### src/rtl/ahb_pkg.sv
`default_nettype none
// ============================================================================
// Module   : ahb_pkg
// Purpose  : Shared AHB-Lite encodings and the memory-port FSM state type.
// Revision : 1.0 - initial release
// ============================================================================
package ahb_pkg;

  localparam logic [1:0] HTRANS_IDLE   = 2'b00;
  localparam logic [1:0] HTRANS_BUSY   = 2'b01;
  localparam logic [1:0] HTRANS_NONSEQ = 2'b10;
  localparam logic [1:0] HTRANS_SEQ    = 2'b11;

  localparam logic [2:0] HSIZE_BYTE = 3'd0;
  localparam logic [2:0] HSIZE_HALF = 3'd1;
  localparam logic [2:0] HSIZE_WORD = 3'd2;

  localparam logic HRESP_OKAY  = 1'b0;
  localparam logic HRESP_ERROR = 1'b1;

  typedef enum logic [2:0] {
    ST_IDLE = 3'd0,
    ST_WR   = 3'd1,
    ST_RD1  = 3'd2,
    ST_RD2  = 3'd3,
    ST_ERR1 = 3'd4,
    ST_ERR2 = 3'd5
  } state_t;

endpackage
`default_nettype wire

### src/rtl/ahb_lane_decode.sv
`default_nettype none
// ============================================================================
// Module   : ahb_lane_decode
// Purpose  : Byte-lane mask and illegal-size detection for one AHB transfer.
// Revision : 1.0 - initial release
// ============================================================================
module ahb_lane_decode
  import ahb_pkg::*;
#(
  parameter int BE_W = 2
) (
  input  logic [2:0] size,
  input  logic [1:0] addr_lo,
  output logic [3:0] mask,
  output logic       size_err
);

  always_comb begin
    mask     = 4'b0000;
    size_err = 1'b0;
    case (size)
      HSIZE_BYTE: mask = 4'b0001 << addr_lo;
      HSIZE_HALF: begin
        mask     = 4'b0011 << {addr_lo[1], 1'b0};
        size_err = addr_lo[0];
      end
      HSIZE_WORD: begin
        mask     = 4'b1111;
        size_err = |addr_lo;
      end
      default: size_err = 1'b1;
    endcase
    // Lanes beyond the RAM word width have nowhere to land.
    if (|(mask >> BE_W)) size_err = 1'b1;
  end

endmodule
`default_nettype wire

### src/rtl/ahb_mem_port.sv
`default_nettype none
// ============================================================================
// Module   : ahb_mem_port
// Purpose  : AHB-Lite slave driving a single-port synchronous block RAM.
// Revision : 1.0 - initial release
// ============================================================================
module ahb_mem_port
  import ahb_pkg::*;
#(
  parameter int ADDR_W   = 10,
  parameter int DATA_W   = 16,
  parameter int READBACK = 1,
  localparam int BE_W    = DATA_W / 8
) (
  input  logic              CLK,
  input  logic              HRESETN,
  input  logic              HSEL,
  input  logic [31:0]       HADDR,
  input  logic [1:0]        HTRANS,
  input  logic              HWRITE,
  input  logic [2:0]        HSIZE,
  input  logic [31:0]       HWDATA,
  input  logic              HREADY,
  output logic              HREADYOUT,
  output logic              HRESP,
  output logic [31:0]       HRDATA,
  output logic [ADDR_W-1:0] mem_addr,
  output logic [DATA_W-1:0] mem_wdata,
  output logic [BE_W-1:0]   mem_be,
  output logic              mem_we,
  output logic              mem_re,
  input  logic [DATA_W-1:0] mem_rdata
);

  state_t     state;
  state_t     state_nxt;
  logic [3:0] mask;
  logic       size_err;
  logic       accept;
  logic       unused_bits;

  ahb_lane_decode #(.BE_W(BE_W)) u_lane_decode (
    .size     (HSIZE),
    .addr_lo  (HADDR[1:0]),
    .mask     (mask),
    .size_err (size_err)
  );

  // Wait states never see an accept; the guard keeps mem_addr stable anyway.
  assign accept = HSEL & HTRANS[1] & HREADY & (state != ST_RD1) & (state != ST_ERR1);

  always_comb begin
    state_nxt = ST_IDLE;
    case (state)
      ST_RD1:  state_nxt = ST_RD2;
      ST_ERR1: state_nxt = ST_ERR2;
      default: begin
        if (accept) begin
          if (size_err)           state_nxt = ST_ERR1;
          else if (HWRITE)        state_nxt = ST_WR;
          else if (READBACK != 0) state_nxt = ST_RD1;
          else                    state_nxt = ST_RD2;
        end
      end
    endcase
  end

  always_ff @(posedge CLK) begin
    if (!HRESETN) begin
      state    <= ST_IDLE;
      mem_addr <= '0;
      mem_be   <= '0;
      mem_we   <= 1'b0;
      mem_re   <= 1'b0;
    end else begin
      state  <= state_nxt;
      mem_we <= (state_nxt == ST_WR);
      mem_re <= (state_nxt == ST_RD1);
      mem_be <= (state_nxt == ST_WR) ? mask[BE_W-1:0] : '0;
      if (accept) mem_addr <= HADDR[ADDR_W+1:2];
    end
  end

  assign HREADYOUT = !((state == ST_RD1) || (state == ST_ERR1));
  assign HRESP     = ((state == ST_ERR1) || (state == ST_ERR2)) ? HRESP_ERROR : HRESP_OKAY;
  assign mem_wdata = HWDATA[DATA_W-1:0];

  always_comb begin
    HRDATA = '0;
    if ((state == ST_RD2) && (READBACK != 0)) HRDATA[DATA_W-1:0] = mem_rdata;
  end

  assign unused_bits = ^{HADDR[31:ADDR_W+2], HTRANS[0], HWDATA, mask};

endmodule
`default_nettype wire
### config.mk
export PLATFORM = sky130hd
export DESIGN_NAME = ahb_mem_port
export DESIGN_NICKNAME = d
export VERILOG_FILES = /design/src/rtl/ahb_pkg.sv /design/src/rtl/ahb_lane_decode.sv /design/src/rtl/ahb_mem_port.sv
export SDC_FILE = /design/constraint.sdc
export NUM_CORES = 1
export LEC_CHECK = 0
export ABC_AREA = 1
export CAP_MARGIN = 30
export CORE_UTILIZATION = 25
export CTS_CLUSTER_DIAMETER = 80
export DETAILED_ROUTE_END_ITERATION = 10
export PLACE_DENSITY_LB_ADDON = 0.08
export SYNTH_ARGS = -nofsm -noshare
export SYNTH_HDL_FRONTEND = slang
export SYNTH_HIERARCHICAL = 1
export SYNTH_SLANG_ARGS = --single-unit
### constraint.sdc
create_clock -name CLK -period 1.2 [get_ports CLK]
set_input_delay 0.24 -clock CLK [delete_from_list [all_inputs] [get_ports CLK]]
set_output_delay 0.24 -clock CLK [all_outputs]
set_load 0.02 [all_outputs]
=== After elaboration in Yosys (flattened, before gate mapping) ===
Index checks and enable logic that the tools add are counted.

* Register bits: 17
* Word-level logic and storage cells: 37
* Output and inout bits: 64
* Input port bits: 90

* Equality and inequality tests: 10
* Reductions and logical operators: 7
* Shift-type cells: 2
* Muxes and demuxes: 9
* Bitwise gates (word level): 4

{| class="wikitable"
|+ Operator list
! cell !! count
|-
| $mux W16 || 1
|-
| $eq A3 B2 Y1 const B || 4
|-
| $pmux W4 S3 || 1
|-
| $eq A3 B1 Y1 const B || 2
|-
| $eq A3 B3 Y1 const B || 2
|-
| $mux W3 || 2
|-
| $pmux W3 S2 || 1
|-
| $and A1 B1 Y1 || 4
|-
| $reduce_or A2 Y1 || 2
|-
| $shl A1 B2 Y4 const A || 1
|-
| $shl A2 B2 Y4 const A || 1
|-
| $logic_not A3 Y1 || 1
|-
| $ne A3 B2 Y1 const B || 1
|-
| $ne A3 B3 Y1 const B || 1
|-
| $pmux W1 S3 || 1
|-
| $logic_or A1 B1 Y1 || 2
|-
| $mux W1 || 2
|-
| $mux W2 || 1
|-
| $reduce_and A2 Y1 || 1
|-
| $logic_not A1 Y1 || 1
|}

=== Longest topological paths before layout ===
* Word-level depth: 9
* Gate-level depth with buffers: 8
* Mapped depth without buffers: 8

=== Hierarchy ===
Netlist, hierarchy kept.

{| class="wikitable"
|+ Modules (own cells, without submodules)
! module !! cells an instance !! seq. area each (µm²) !! instances !! area an instance (µm²)
|-
| ahb_mem_port || 153 || 340.3 || 1 || 1034.7
|-
| ahb_lane_decode || 21 || 0.0 || 1 || 100.1
|}

=== Least setup slack after synthesis ===
Ideal clock, no wire load.

* Kind: register -> output
* Start point: reg state[1]
* End point: out HRDATA[10]
* Buffers on the path: 1
* Setup slack: -0.092 ns
* Cell stages (with the launch flop): 4
* Arrival time: 1.052 ns
* Data required time: 0.960 ns
* Cell sequence: dfxtp_1 nand3_1 buf_2 nor2_1

* Cells in the longest elaborated chain, start to end: 2

{| class="wikitable"
|+ RTL lines
! what !! RTL line !! RTL
|-
| start, declared || ahb_mem_port.sv:35 || <nowiki>state_t state;</nowiki>
|-
| start signal, assigned || ahb_mem_port.sv:76 || <nowiki>state <= state_nxt;</nowiki>
|-
| $eq A3 B2 Y1 || ahb_mem_port.sv:90 || <nowiki>if ((state == ST_RD2) && (READBACK != 0)) HRDATA[DATA_W-1:0] = mem_rdata;</nowiki>
|-
| $mux W16 || ahb_mem_port.sv:90 ||
|-
| end, declared || ahb_mem_port.sv:26 || <nowiki>output logic [31:0] HRDATA,</nowiki>
|}

No other way between the ends.

=== Worst setup path in the final report ===
* Start point: reg state[2]
* End point: out HRDATA[6]

The elaborated chain is that of the path after synthesis.

==> key figures <==
Timing
  – Final setup fails: 31
  – Hold Fails Final Rpt: 0
  – Clk_skew: 0.003997 ns
  – Max Clk Rate: 728.9 MHz
  – Setup WS post-layout: -0.1720 ns
  – Hold Slack: 0.4800 ns
  – Final min period: 1.372 ns
  – Setup TNS: -3.872 ns
  – Slew Limit Fails: 0
  – Crit share post-route: 114.3%
  – RSZ-0062 raised after global routing: true

Clocking
  – CTS Sinks: 17
  – Clk root buf: clkbuf_8
  – Clk_lat worst skew: 0.25 ns
  – Clock tree buffer depth: 2
  – Total CTS buffers: 3
  – # H-tree levels: 1
  – Clock slew at reported path FFs: 0.07 ns
  – TritonCTS clock tree: built

Setup path
  – Startpoint class of the critical path: register
  – R2R Setup Slk: -0.10 ns
  – Crit path kind: register to output pin
  – Worst EP required: 0.96 ns
  – RR Startpoint: state[0]
  – Reg2Reg Depth: 9
  – Critical Path AT: 1.13 ns
  – Setup crit end kind: output pin
  – Cell Chain, Critical Path: inv_2 > nand3_4 > buf_16 > nor2_4 > buf_6
  – Crit Path Max Fanout: 8
  – CP max stage delay: 0.32 ns
  – Slowest CP cell: dfxtp_2
  – RR Endpoint: mem_addr[2]

Place
  – Dpl ws: -0.4980 ns
  – Buffers on Ports: 68
  – Hpwl dp: 2.428 mm
  – GPL Wtd Cong: 0.6948

Route
  – Drt via density: 4.065
  – DRC violations left: 0
  – Routed vias: 1191
  – 1st-pass router iterations: 4
  – DR iter-0 viols: 15
  – Routed WL: 3.000 mm
  – Final ANT Viol Nets: 0
  – DR WL/cell: 10.24 um

GRT
  – Largest net degree at the start of global routing: 11
  – First-pass GRT wire length: 4.747 mm
  – Initial antenna violation count: 0
  – Total GRT Usage: 12.93%
  – Vias in the first global route: 1194
  – Congestion Overflow GR: 0

Power and ir drop
  – Worst vdd ir: 0.4858 mV
  – Power per Cell Area: 667.7 nW/um^2
  – Leak: 1.056 nW

Job
  – Number of max-cap violations: 0

Yosys
  – Synthesis Warnings: 6
  – Cell Area, Synth: 1109 sq um
  – Syn Area/Cell: 6.599 sq um
  – Syn Inst Count: 168

Layout
  – Final core occ: 51.60%
  – Antenna cell count: 0
  – Area Growth Syn to Fin: 91.54%
  – Share of cells above drive strength 1: 36.63%
  – Final-stage net count: 334

Run status
  – Failing checks: setup timing
  – Outcome: complete, but fails checks

Floorplanning
  – Core area: 4115 sq um
  – Initial Util: 26.94%
  – Die H: 68.59 um
  – DIE WIDTH: 68.59 um
  – Top-level port count: 154
  – Die area: 4705 sq um
  – Row Count: 23

Hold path
  – Worst hold stages: 0
  – Worst hold path class: primary input to output pin
  – Hold path start: HWDATA[10]
  – Hold Path Sink: mem_wdata[10]
-- layout make-up --
class / instances / area [sq um]
clock buffer: 3 / 41.29
clock inverter: 1 / 5.005
fill: 413 / 1992
inverter: 34 / 132.6
multi-input combinational: 97 / 618.1
sequential: 17 / 346.6
tap: 50 / 62.56
timing repair buffer: 91 / 917.1
-- cell usage in the layout, fill, tap and decap left out, types with 3 or more instances in the layout --
master           instances
inv_1                   25
dlygate4sd2_1           13
nor2_1                  24
clkbuf_8                 3
buf_4                   13
dfxtp_1                 14
nor2_4                  20
conb_1                  16
nand2_1                  8
clkdlybuf4s50_1         31
nand3_1                  6
inv_2                    7
buf_6                   26
clkdlybuf4s15_1          5
o21ai_1                  9
nand4_1                  3
nor2_2                   3
-- layer usage --
| metal | vias to the layer above | GRT usage (%) | wire length (um) |
|---|---|---|---|
| met5 | - | 0 | 0 |
| met4 | 0 | 2.604 | 6 |
| met3 | 2 | 2.138 | 195 |
| met2 | 65 | 26.35 | 1679 |
| met1 | 528 | 13.52 | 1118 |
| li1 | 596 | - | - |
-- timing repair --
action                     4_1_cts  5_1_grt
setup endpoints to repair       49       41
pin swaps                       14       13
cloned                           1        0
resized for setup              174       18
setup buffers                    4        0
hold buffers                     0        0
-- worst max-delay path: cells and delay by family, from the launching register on --
family / cells / cell delay (ns)
buffers and inverters: 3 / 0.37
DFF: 1 / 0.32
and+or+nand+nor: 2 / 0.19
-- power breakdown --
| group | internal [mW] | switching, mW |
|---|---|---|
| Clock | 0.230 | 0.182 |
| Combinational | 0.203 | 0.205 |
| Sequential | 0.585 | 0.0135 |
| Total | 1.02 | 0.401 |
-- registers in the layout, indices dropped and copies added, names as in the netlist --
register,cells
state,3
mem_addr,10
mem_be,2
mem_we,1
mem_re,1
-- worst max-delay path by stage --
| stage | startpoint | to | slack, ns | cells after the start |
|---|---|---|---|---|
| global placement | mem_rdata[10] | HRDATA[10] | -0.50 | 4 |
| global route | state[2] | HRDATA[9] | -0.24 | 5 |
| detailed placement | mem_rdata[10] | HRDATA[10] | -0.50 | 4 |
| finish | state[2] | HRDATA[6] | -0.17 | 5 |
| CTS | state[2] | mem_addr[8] | -0.21 | 10 |
| floorplan | state[1] | HRDATA[10] | -0.05 | 3 |
-- per-stage QoR --
stage,power [mW],instance area (sq um),cells
detailed placement,0.9949,1843,287
finish,1.418,2123,293
CTS,1.435,2102,295
global route,1.510,2123,293
global placement,0.9902,1843,287
floorplan,0.8881,1190,183
(Power assumes the default switching activity.)
